===== src/rtl/matriz_led_leitor_if.sv =====
// Matrix read-back bus: raw column/row lines in, decoded level and status out.
interface matriz_led_leitor_if;
  logic [4:0] COL;
  logic [6:0] ROW;
  logic [2:0] level;
  logic       level_valid;
  logic       frame_stb;
  logic       seq_err;
  logic       stale;

  modport master (
    output COL, ROW,
    input  level, level_valid, frame_stb, seq_err, stale
  );

  modport slave (
    input  COL, ROW,
    output level, level_valid, frame_stb, seq_err, stale
  );
endinterface


===== src/rtl/matriz_led_leitor.sv =====
// Read-back monitor for the 5x7 level matrix: rebuilds scanned frames from the
// column/row lines, decodes the water level and flags scan faults and stalls.
//
// state   | meaning
// WAIT_C1 | idle, waiting for a column-1 capture
// CAP2..5 | slots 1..k-1 filled, expecting column k
// DECODE  | full frame held, one-cycle decode and confirm
module matriz_led_leitor #(
  parameter int STABLE_CYC     = 4,
  parameter int CONFIRM_FRAMES = 2,
  parameter int TIMEOUT_CYC    = 4096
) (
  input logic                clk,
  input logic                rst_n,
  matriz_led_leitor_if.slave bus
);
  localparam int SW = $clog2(STABLE_CYC);
  localparam int CW = $clog2(CONFIRM_FRAMES + 1);
  localparam int TW = $clog2(TIMEOUT_CYC + 1);

  typedef enum logic [2:0] {WAIT_C1, CAP2, CAP3, CAP4, CAP5, DECODE} state_t;

  state_t          state, state_nxt;
  logic [4:0]      col_m, col_s, col_p;
  logic [6:0]      row_m, row_s;
  logic [SW-1:0]   stab_cnt;
  logic            fired;
  logic            capture, cap_single, cap_multi;
  logic [2:0]      col_idx;
  logic [6:0]      slot [5];
  logic            slot_we, frame_stb_c, seq_err_c;
  logic [2:0]      code, prev_code, level_q;
  logic            level_valid_q, stale_q, timed_out;
  logic [CW-1:0]   conf_cnt, conf_nxt;
  logic [TW-1:0]   to_cnt;

  function automatic logic [2:0] exp_col(input state_t s);
    case (s)
      CAP2:    return 3'd2;
      CAP3:    return 3'd3;
      CAP4:    return 3'd4;
      CAP5:    return 3'd5;
      default: return 3'd1;
    endcase
  endfunction

  always_ff @(posedge clk or negedge rst_n) begin
    if (!rst_n) begin
      col_m <= '0;
      col_s <= '0;
      row_m <= '0;
      row_s <= '0;
    end else begin
      col_m <= bus.COL;
      col_s <= col_m;
      row_m <= bus.ROW;
      row_s <= row_m;
    end
  end

  // Down-counter loaded on every column change; one capture at terminal count.
  always_ff @(posedge clk or negedge rst_n) begin
    if (!rst_n) begin
      col_p    <= '0;
      stab_cnt <= '0;
      fired    <= 1'b0;
    end else begin
      col_p <= col_s;
      if (col_s != col_p) begin
        stab_cnt <= SW'(STABLE_CYC - 2);
        fired    <= 1'b0;
      end else if (stab_cnt != '0) begin
        stab_cnt <= stab_cnt - SW'(1);
      end else begin
        fired <= 1'b1;
      end
    end
  end

  assign capture = (col_s == col_p) && (stab_cnt == '0) && !fired;

  always_comb begin
    col_idx = 3'd0;
    case (col_s)
      5'b00001: col_idx = 3'd1;
      5'b00010: col_idx = 3'd2;
      5'b00100: col_idx = 3'd3;
      5'b01000: col_idx = 3'd4;
      5'b10000: col_idx = 3'd5;
      default:  col_idx = 3'd0;
    endcase
  end

  assign cap_single = capture && (col_idx != 3'd0);
  assign cap_multi  = capture && (col_s != 5'd0) && (col_idx == 3'd0);

  always_ff @(posedge clk or negedge rst_n) begin
    if (!rst_n) state <= WAIT_C1;
    else        state <= state_nxt;
  end

  always_comb begin
    state_nxt = state;
    if (state != DECODE && cap_multi) begin
      state_nxt = WAIT_C1;
    end else begin
      case (state)
        WAIT_C1: if (cap_single && col_idx == 3'd1) state_nxt = CAP2;
        DECODE:  state_nxt = WAIT_C1;
        default: begin
          if (cap_single) begin
            if (col_idx == exp_col(state))
              state_nxt = (state == CAP5) ? DECODE : state_t'(state + 3'd1);
            else if (col_idx == 3'd1)
              state_nxt = CAP2;
            else
              state_nxt = WAIT_C1;
          end
        end
      endcase
    end
  end

  always_comb begin
    frame_stb_c = (state == DECODE);
    seq_err_c   = 1'b0;
    slot_we     = 1'b0;
    if (state != DECODE) begin
      seq_err_c = cap_multi ||
                  (state != WAIT_C1 && cap_single && col_idx != exp_col(state));
      slot_we   = cap_single &&
                  (col_idx == 3'd1 || (state != WAIT_C1 && col_idx == exp_col(state)));
    end
  end

  always_ff @(posedge clk or negedge rst_n) begin
    if (!rst_n) begin
      for (int i = 0; i < 5; i++) slot[i] <= '0;
    end else if (slot_we) begin
      slot[col_idx - 3'd1] <= row_s;
    end
  end

  always_comb begin
    code = 3'd7;
    if (slot[0] == slot[1] && slot[1] == slot[2] &&
        slot[2] == slot[3] && slot[3] == slot[4]) begin
      case (slot[0])
        7'h00:   code = 3'd0;
        7'h3F:   code = 3'd1;
        7'h37:   code = 3'd2;
        7'h36:   code = 3'd3;
        default: code = 3'd7;
      endcase
    end
  end

  always_comb begin
    if (code != prev_code)                        conf_nxt = CW'(1);
    else if (conf_cnt == CW'(CONFIRM_FRAMES))     conf_nxt = conf_cnt;
    else                                          conf_nxt = conf_cnt + CW'(1);
  end

  assign timed_out = (to_cnt == TW'(TIMEOUT_CYC));

  always_ff @(posedge clk or negedge rst_n) begin
    if (!rst_n) begin
      prev_code     <= 3'd0;
      conf_cnt      <= '0;
      level_q       <= 3'd0;
      level_valid_q <= 1'b0;
    end else if (frame_stb_c) begin
      prev_code <= code;
      conf_cnt  <= conf_nxt;
      if (conf_nxt == CW'(CONFIRM_FRAMES)) begin
        level_q       <= code;
        level_valid_q <= 1'b1;
      end
    end else if (timed_out) begin
      conf_cnt <= '0;
    end
  end

  // Any single-hot capture, including a column-1 restart, proves the scan is alive.
  always_ff @(posedge clk or negedge rst_n) begin
    if (!rst_n) begin
      to_cnt  <= '0;
      stale_q <= 1'b0;
    end else if (cap_single) begin
      to_cnt  <= '0;
      stale_q <= 1'b0;
    end else if (timed_out) begin
      stale_q <= 1'b1;
    end else begin
      to_cnt <= to_cnt + TW'(1);
    end
  end

  assign bus.level       = level_q;
  assign bus.level_valid = level_valid_q;
  assign bus.frame_stb   = frame_stb_c;
  assign bus.seq_err     = seq_err_c;
  assign bus.stale       = stale_q;
endmodule


===== src/flat_wrapper.sv =====
// flat-port wrapper written by rule: the top's interface ports become plain ports
module matriz_led_leitor_flat 
#(
  parameter int STABLE_CYC     = 4,
  parameter int CONFIRM_FRAMES = 2,
  parameter int TIMEOUT_CYC    = 4096
)
  (clk, rst_n, bus_COL, bus_ROW, bus_level, bus_level_valid, bus_frame_stb, bus_seq_err, bus_stale);
  matriz_led_leitor_if bus_i ();
  input logic clk;
  input logic rst_n;
  input wire logic [$bits(bus_i.COL)-1:0] bus_COL;
  input wire logic [$bits(bus_i.ROW)-1:0] bus_ROW;
  output wire logic [$bits(bus_i.level)-1:0] bus_level;
  output wire logic [$bits(bus_i.level_valid)-1:0] bus_level_valid;
  output wire logic [$bits(bus_i.frame_stb)-1:0] bus_frame_stb;
  output wire logic [$bits(bus_i.seq_err)-1:0] bus_seq_err;
  output wire logic [$bits(bus_i.stale)-1:0] bus_stale;
  assign bus_i.COL = bus_COL;
  assign bus_i.ROW = bus_ROW;
  assign bus_level = bus_i.level;
  assign bus_level_valid = bus_i.level_valid;
  assign bus_frame_stb = bus_i.frame_stb;
  assign bus_seq_err = bus_i.seq_err;
  assign bus_stale = bus_i.stale;
  matriz_led_leitor #(.STABLE_CYC(STABLE_CYC), .CONFIRM_FRAMES(CONFIRM_FRAMES), .TIMEOUT_CYC(TIMEOUT_CYC)) u_core (.clk(clk), .rst_n(rst_n), .bus(bus_i));
endmodule

===== config.mk =====
export PLATFORM = sky130hd
export DESIGN_NAME = matriz_led_leitor_flat
export DESIGN_NICKNAME = d
export VERILOG_FILES = /design/src/rtl/matriz_led_leitor_if.sv /design/src/rtl/matriz_led_leitor.sv /design/src/flat_wrapper.sv
export SDC_FILE = /design/constraint.sdc
export NUM_CORES = 1
export LEC_CHECK = 0
export CAP_MARGIN = 20
export CORE_MARGIN = 2
export CORE_UTILIZATION = 35
export DETAILED_ROUTE_END_ITERATION = 6
export MAX_ROUTING_LAYER = met4
export PLACE_DENSITY = 0.53
export SLEW_MARGIN = 20
export SYNTH_ARGS = -nofsm -noshare
export SYNTH_HDL_FRONTEND = slang
export SYNTH_SLANG_ARGS = --single-unit

===== constraint.sdc =====
create_clock -name clk -period 2.9 [get_ports clk]
set_input_delay 0.29 -clock clk [delete_from_list [all_inputs] [get_ports clk]]
set_output_delay 0.29 -clock clk [all_outputs]
set_load 0.01 [all_outputs]

==> flow_summary.yaml, run 1 <==
yosys:
  synth_top_family_by_area: "simple AND/OR/NAND/NOR gates"
  synth.most_common_cell: "dfrtp_1"
  ys_seq_elements: 93
  yosys-top-cells-count: "dfrtp_1, mux2_2, nor2_1"
  netlist_area_um2: 4260
  synthTopCellsByArea: "dfrtp_1, mux2_2, xnor2_1, ha_1, nor2_1"
  synth_edf_count: 0
  synthXorXnorAreaFrac: 0.0879
  synth_cells: 359
  yosys.area_share.adder: 0.0323
  synthArstFlopShare: 1.00
  ys_seq_area_frac: 0.547
  syn_area_per_cell_um2: 11.9
  yosys.area_share.simple: 0.150
  synth_area_leader_cell: "dfrtp_1"
  synth_compound_area_frac: 0.0617
  synth-main-ff-cell: "dfrtp_1"
  synth_mux_area_frac: 0.103
  synth_top_area_share: 0.547
  syn_nets: 384
  ys_warn_count: 0
  synth_cell_types: 54
drt:
  num_vias: 2769
  drc: 0
  routedWlPerCell_um: 13.8
  wirelength_um: 7640
  drtAntennaViolNets: 0
  drt_iter0_drc: 138
  vias_per_cell: 5.00
  dr.pass1.iters: 4
timing:
  final.setup.tns_ns: 0
  fin_worst_skew_ns: 0.00714
  slew_headroom: 0.678
  min_period_over_period: 0.946
  setup_violations: 0
  period_needed_ns: 2.74
  setup_slack_ns: 0.155
  hold_viol: 0
  whs_ns: 0.347
  fmax_mhz: 364
  drv_slew: 0
  tightest_slew_ns: 0.484
layout:
  syn_to_final_growth_pct: 20.7
  fill_cells: 1135
  utilization: 0.430
  drive_above_1_share: 0.211
  final_nets: 428
  antenna-diode-count: 0
floorplanning:
  die_h_um: 114
  io_pins: 21
  die_x_um: 114
  initial_core_util: 0.356
  rows: 40
  die_area_um2: 13100
  fp.coreArea_um2: 12000
cts:
  cts_tree: "done"
  h-tree-depth: 3
  cts-root-buf: "clkbuf_16"
  cts.sinks: 93
  clk_latency_ns: 0.34
  cts_buffer_depth: 2
  cts-buffers-inserted: 9
  cts.clk_slew.worst_paths_ns: 0.06
critical_path:
  critPathKind: "register to register"
  startpoint_type: "register"
  critPathMaxFanout: 7
  crit_path_end_kind: "register"
  required_ns: 3.13
  worstPathArrival_ns: 2.97
global_routing:
  grt_pass1_vias: 2735
  overflow: 0
  antenna_found_initial: 0
  grt_max_degree: 58
  grt_first_pass_wirelength_um: 13100
  track_usage: 0.133
placed_design:
  portBuffers: 20
  gp_congestion: 0.831
  hpwlAfterDp_um: 5430
  place_ws_ns: 0.0382
outcome:
  status: "finished, final reports clean"
min_path:
  hold_class: "register to register"
pwr:
  p_leak_nw: 2.41
  power_density_nw_per_um2: 567
  irDropWorstVdd_v: 0.000271
  total_power_mw: 2.91
run:
  maxCapViolations: 0
==> sequential cells by signal (all words and copies together) (netlist names) <==
register / cells
u_core.col_m: 5
u_core.stab_cnt: 2
u_core.to_cnt: 13
u_core.bus.level_valid: 1
u_core.slot: 35
u_core.row_s: 7
u_core.bus.level: 3
u_core.conf_cnt: 2
u_core.state: 3
u_core.row_m: 7
u_core.col_p: 5
u_core.fired: 1
u_core.prev_code: 3
u_core.col_s: 5
u_core.bus.stale: 1
==> through the flow <==
step                cell area, um^2  instances
finish                         5140        554
global route                   5140        554
CTS                            5100        552
detailed placement             4760        536
global placement               4760        536
floorplan                      4260        359
==> report_power, final <==
group	switching, mW	leakage, nW	internal [mW]	total [mW]
registers	0.0604	1.21	1.36	1.42
logic	0.0989	1.04	0.0912	0.190
clock network	0.466	0.162	0.834	1.30
==> critical path, stage by stage, from the launching register on <==
cell     delay [ns]
dfrtp_1        0.39
xnor2_1        0.12
or4_4          0.42
ha_1           0.20
ha_2           0.19
nor4_2         0.25
nand3_1        0.14
a21o_2         0.25
nor3_4         0.18
buf_6          0.16
mux2_2         0.34
==> metal layers <==
layer  routed length, um  part of all wire  track usage  vias up
met4                 157             0.021       0.0593        0
met3                 314             0.041       0.0392       13
met1                3720              0.49        0.174     1362
met2                3450              0.45        0.192       38
li1                    -                 -            -     1356
met5                   0                 0            -        -
==> cells by family (layout without fill, tap and decap cells) <==
| group | count (synthesis) | in the layout |
|---|---|---|
| AND/OR/NAND/NOR | 118 | 118 |
| flip-flops | 93 | 93 |
| XOR/XNOR | 41 | 41 |
| multiplexers | 39 | 39 |
| AO/OA/AOI/OAI | 37 | 37 |
| buffers and inverters | 20 | 68 |
| adder cells (fa/ha/maj) | 11 | 11 |
==> layout make-up <==
cell class | count | area [um^2] | share of cell area
tap | 147 | 184 | 0.0358
multi-input combinational | 246 | 1870 | 0.364
sequential | 93 | 2330 | 0.453
timing repair buffer | 40 | 378 | 0.0735
inverter | 13 | 48.8 | 0.00950
clock inverter | 5 | 100 | 0.0195
clock buffer | 10 | 229 | 0.0446
==> path summary, 6_finish.rpt <==
path                                      startpoint                              end  slack, ns  cells past startpoint
min                        u_core.row_m[3]$_DFF_PN0_        u_core.row_s[3]$_DFF_PN0_       0.35                      0
min in group asynchronous                      rst_n    u_core.to_cnt[12]$_DFFE_PN0P_       0.46                      2
max in group asynchronous                      rst_n  u_core.bus.level[0]$_DFFE_PN0P_       1.78                      3
max                        u_core.col_s[2]$_DFF_PN0_      u_core.slot[22]$_DFFE_PN0P_       0.16                     10
min reg2reg                u_core.row_m[3]$_DFF_PN0_        u_core.row_s[3]$_DFF_PN0_       0.35                      0
max reg2reg                u_core.col_s[2]$_DFF_PN0_      u_core.slot[22]$_DFFE_PN0P_       0.16                     10
==> what timing repair did <==
item / CTS / global route
buffers inserted: 0 / 2
hold buffers: 1 / 0
pin swaps: 1 / 4
endpoints found under the setup margin: 1 / 29
gates resized for setup: 2 / 4
hold endpoints to repair: 36 / 0
==> placed cells by master, fill, tap and decap left out, types with 9 or more instances in the layout <==
| master | count |
|---|---|
| dfrtp_1 | 93 |
| xnor2_1 | 27 |
| inv_1 | 12 |
| ha_1 | 10 |
| xor2_1 | 12 |
| mux2_2 | 37 |
| nand2_1 | 17 |
| nand3_1 | 15 |
| buf_4 | 17 |
| clkdlybuf4s50_1 | 18 |
| and3_1 | 12 |
| clkbuf_16 | 9 |
| nor2_1 | 32 |
No activity file was read; power rests on OpenSTA's default activity.
==> inputs of run 2 (changes only) <==
--- a/config.mk
+++ b/config.mk
@@ -5,6 +5,7 @@
 export SDC_FILE = /design/constraint.sdc
 export NUM_CORES = 1
 export LEC_CHECK = 0
+export ABC_AREA = 1
 export CAP_MARGIN = 20
 export CORE_MARGIN = 2
 export CORE_UTILIZATION = 35
==> flow_summary.yaml, run 2 <==
outcome:
  status: "finished, violations left"
  violations: "negative hold slack"
critical_path:
  timing.rr.start: "u_core.col_s[2]$_DFF_PN0_"
  cpMaxStageDelayCell: "dfrtp_1"
  startpoint_type: "register"
  critPathKind: "register to output port"
  crit_family: "simple AND/OR/NAND/NOR gates"
  r2r_cells: 15
  crit_top_cell: "nand2_1"
  cp_num_buf_inv: 2
  crit_path_end_kind: "output port"
  required_ns: 2.61
  worstPathArrival_ns: 2.43
  r2r-end: "u_core.slot[11]$_DFFE_PN0P_"
  critPathMaxFanout: 5
  rrSetupSlack_ns: 0.34
  slowest_delay_ns: 0.40
  cp.depth: 12
  path_cells: "nor2_2 > nand2_1 > nand2_1 > nand2_1 > nand2_2 > inv_1 > ha_1 > ha_2 > o2111ai_2 > nor2_1 > a31o_2 > dlygate4sd2_1"
layout:
  layout.cells.non_filler: 833
  syn_to_final_growth_pct: 17.1
  antenna-diode-count: 0
  largest_register_ffs: 35
  stdcell_area_um2: 5660
  reg_top3: "u_core.slot x35, u_core.to_cnt x13"
  layout_common_cells: "nand2_1, dfrtp_1, inv_1"
  final_common_cell: "nand2_1"
  regMostFlops: "u_core.slot"
  drive_above_1_share: 0.0868
  final_nets: 677
yosys:
  synth_cells: 615
  syn_nets: 640
  synth_edf_count: 0
  ys_seq_elements: 93
  netlist_area_um2: 4830
  synth.most_common_cell: "nand2_1"
  yosys-top-cells-count: "nand2_1, dfrtp_1, inv_1"
  syn_area_per_cell_um2: 7.86
  ys_seq_area_frac: 0.481
  synthArstFlopShare: 1.00
  synth_cell_types: 36
  synthTopCellsByArea: "dfrtp_1, nand2_1, inv_1, nand4_1, nor2_1"
  synth_area_leader_cell: "dfrtp_1"
  ys_warn_count: 0
  synth-main-ff-cell: "dfrtp_1"
  synth_top_area_share: 0.481
pwr:
  p_comb_frac: 0.164
  p_int_mw: 2.26
  p_switching_uw: 870
  total_power_mw: 3.13
  p_sw_frac: 0.278
  clock_power_share: 0.379
  seqPwrFrac: 0.457
  power_density_nw_per_um2: 552
  p_leak_nw: 2.90
  irDropWorstVdd_v: 0.000311
placed_design:
  place_ws_ns: 0.168
  hpwlAfterDp_um: 7240
  gp_congestion: 0.818
  dp_cells: 811
  portBuffers: 20
  dpl_cell_area_um2: 5300
cts:
  cts_tree: "done"
  cts_buffer_depth: 2
  h-tree-depth: 3
  cts.clk_slew.worst_paths_ns: 0.07
  cts-buffers-inserted: 9
  cts-root-buf: "clkbuf_16"
  ctsHoldBuffers: 0
  clk_latency_ns: 0.34
  cts.sinks: 93
global_routing:
  antenna_found_initial: 0
  overflow: 0
  grt_max_degree: 55
  grt_use_met3: 0.0164
  grt_pass1_vias: 3814
  busiest_layer: "met2"
  grt_first_pass_wirelength_um: 17600
  track_usage: 0.154
  grt_use_met2: 0.247
  grt.met1_usage: 0.198
drt:
  drc: 0
  dr.pass1.iters: 5
  vias_per_cell: 4.71
  routedWlPerCell_um: 12.1
  drtAntennaViolNets: 0
  drt_iter0_drc: 155
  num_vias: 3927
  wirelength_um: 10100
timing:
  whs_ns: -0.000000278
  setup_violations: 0
  hold_viol: 0
  tightest_slew_ns: 0.691
  grt_setup_unrepaired: "no"
  period_needed_ns: 2.72
  drv_slew: 0
  fmax_mhz: 367
  min_period_over_period: 0.939
  fin_worst_skew_ns: 0.00684
  slew_headroom: 0.539
  setup_slack_ns: 0.177
  final.setup.tns_ns: 0
floorplanning:
  die_h_um: 122
  die_x_um: 122
  initial_core_util: 0.362
  io_pins: 21
  die_area_um2: 14800
  rows: 42
  fp.coreArea_um2: 13300
run:
  maxCapViolations: 0
min_path:
  hold_class: "input pin to async pin"
-- run 2: cell count changes in the layout (fill, tap and decap cells not counted), moves of 5 or more --
cell     before  now
nor2_1       32   49
nand3_1      15   29
inv_1        12   91
nand3_4       0    5
xor2_1       12    6
xnor2_1      27   12
nand4_1       6   44
and3_1       12    0
nand2_1      17  214
o21ai_0       5   14
mux2_2       37    0
-- run 2: worst max-delay path by stage --
stage	slack [ns]	start	endpoint
floorplan	0.61	u_core.col_s[0]$_DFF_PN0_	u_core.slot[11]$_DFFE_PN0P_
CTS	0.1	u_core.col_s[3]$_DFF_PN0_	bus_seq_err
detailed placement	0.17	u_core.col_s[0]$_DFF_PN0_	bus_seq_err
global placement	0.21	u_core.col_s[2]$_DFF_PN0_	bus_seq_err
global route	0.01	u_core.col_s[1]$_DFF_PN0_	bus_seq_err
finish	0.18	u_core.col_s[2]$_DFF_PN0_	bus_seq_err
-- run 2: power groups by stage --
stage	combinational (mW)	clock, mW	sequential (mW)
final	0.513	1.18	1.43
after global routing	0.598	1.28	1.44
after CTS	0.513	1.23	1.43
after detailed placement	0.507	0	1.46
after global placement	0.500	0	1.45
after floorplan	0.361	0	1.44
-- run 2: cell families (layout without fill, tap and decap cells) --
group           Yosys count  count (layout)  share of synthesized area
fa+ha+maj                11              11                     0.0285
xor+xnor                 18              18                     0.0326
compound gates           30              30                     0.0396
buf+inv                 103             145                     0.0823
flops                    93              93                      0.481
simple gates            360             360                      0.335
-- run 2: per-stage QoR --
| stage | hold slack, ns | util |
|---|---|---|
| 2_1_floorplan | -0.00559 | - |
| 3_3_place_gp | 0.332 | 0.397 |
| 3_5_place_dp | 0.336 | 0.397 |
| 4_1_cts | 0.0272 | 0.422 |
| 5_1_grt | 0.0702 | 0.424 |
| 6_report | -0.000000278 | 0.424 |
-- run 2: layout make-up --
| cell class | count | area [um^2] |
|---|---|---|
| flip-flops and latches | 93 | 2330 |
| clock inverters | 6 | 61.3 |
| well taps | 176 | 220 |
| multi-input cells | 419 | 2120 |
| repair buffers | 36 | 342 |
| clock buffers | 10 | 239 |
| inverters | 93 | 349 |
| fillers | 1378 | 7690 |
-- run 2: what timing repair did --
item	in CTS	in global routing
setup buffers	2	4
setup endpoints to repair	1	1
hold endpoints to repair	0	0
resized for setup	4	2
pin swaps	0	1
-- run 2: metal layers --
metal	routed length, um	share of wire
met4	188	0.019
met1	4780	0.47
met3	227	0.023
met5	0	0
met2	4880	0.48
==> inputs of run 3 (changes only) <==
--- a/config.mk
+++ b/config.mk
@@ -12,7 +12,6 @@
 export DETAILED_ROUTE_END_ITERATION = 6
 export MAX_ROUTING_LAYER = met4
 export PLACE_DENSITY = 0.53
-export SLEW_MARGIN = 20
 export SYNTH_ARGS = -nofsm -noshare
 export SYNTH_HDL_FRONTEND = slang
 export SYNTH_SLANG_ARGS = --single-unit
==> results of run 3 <==
Same layout as run 2: the final DEF is identical, and so are final timing and power.
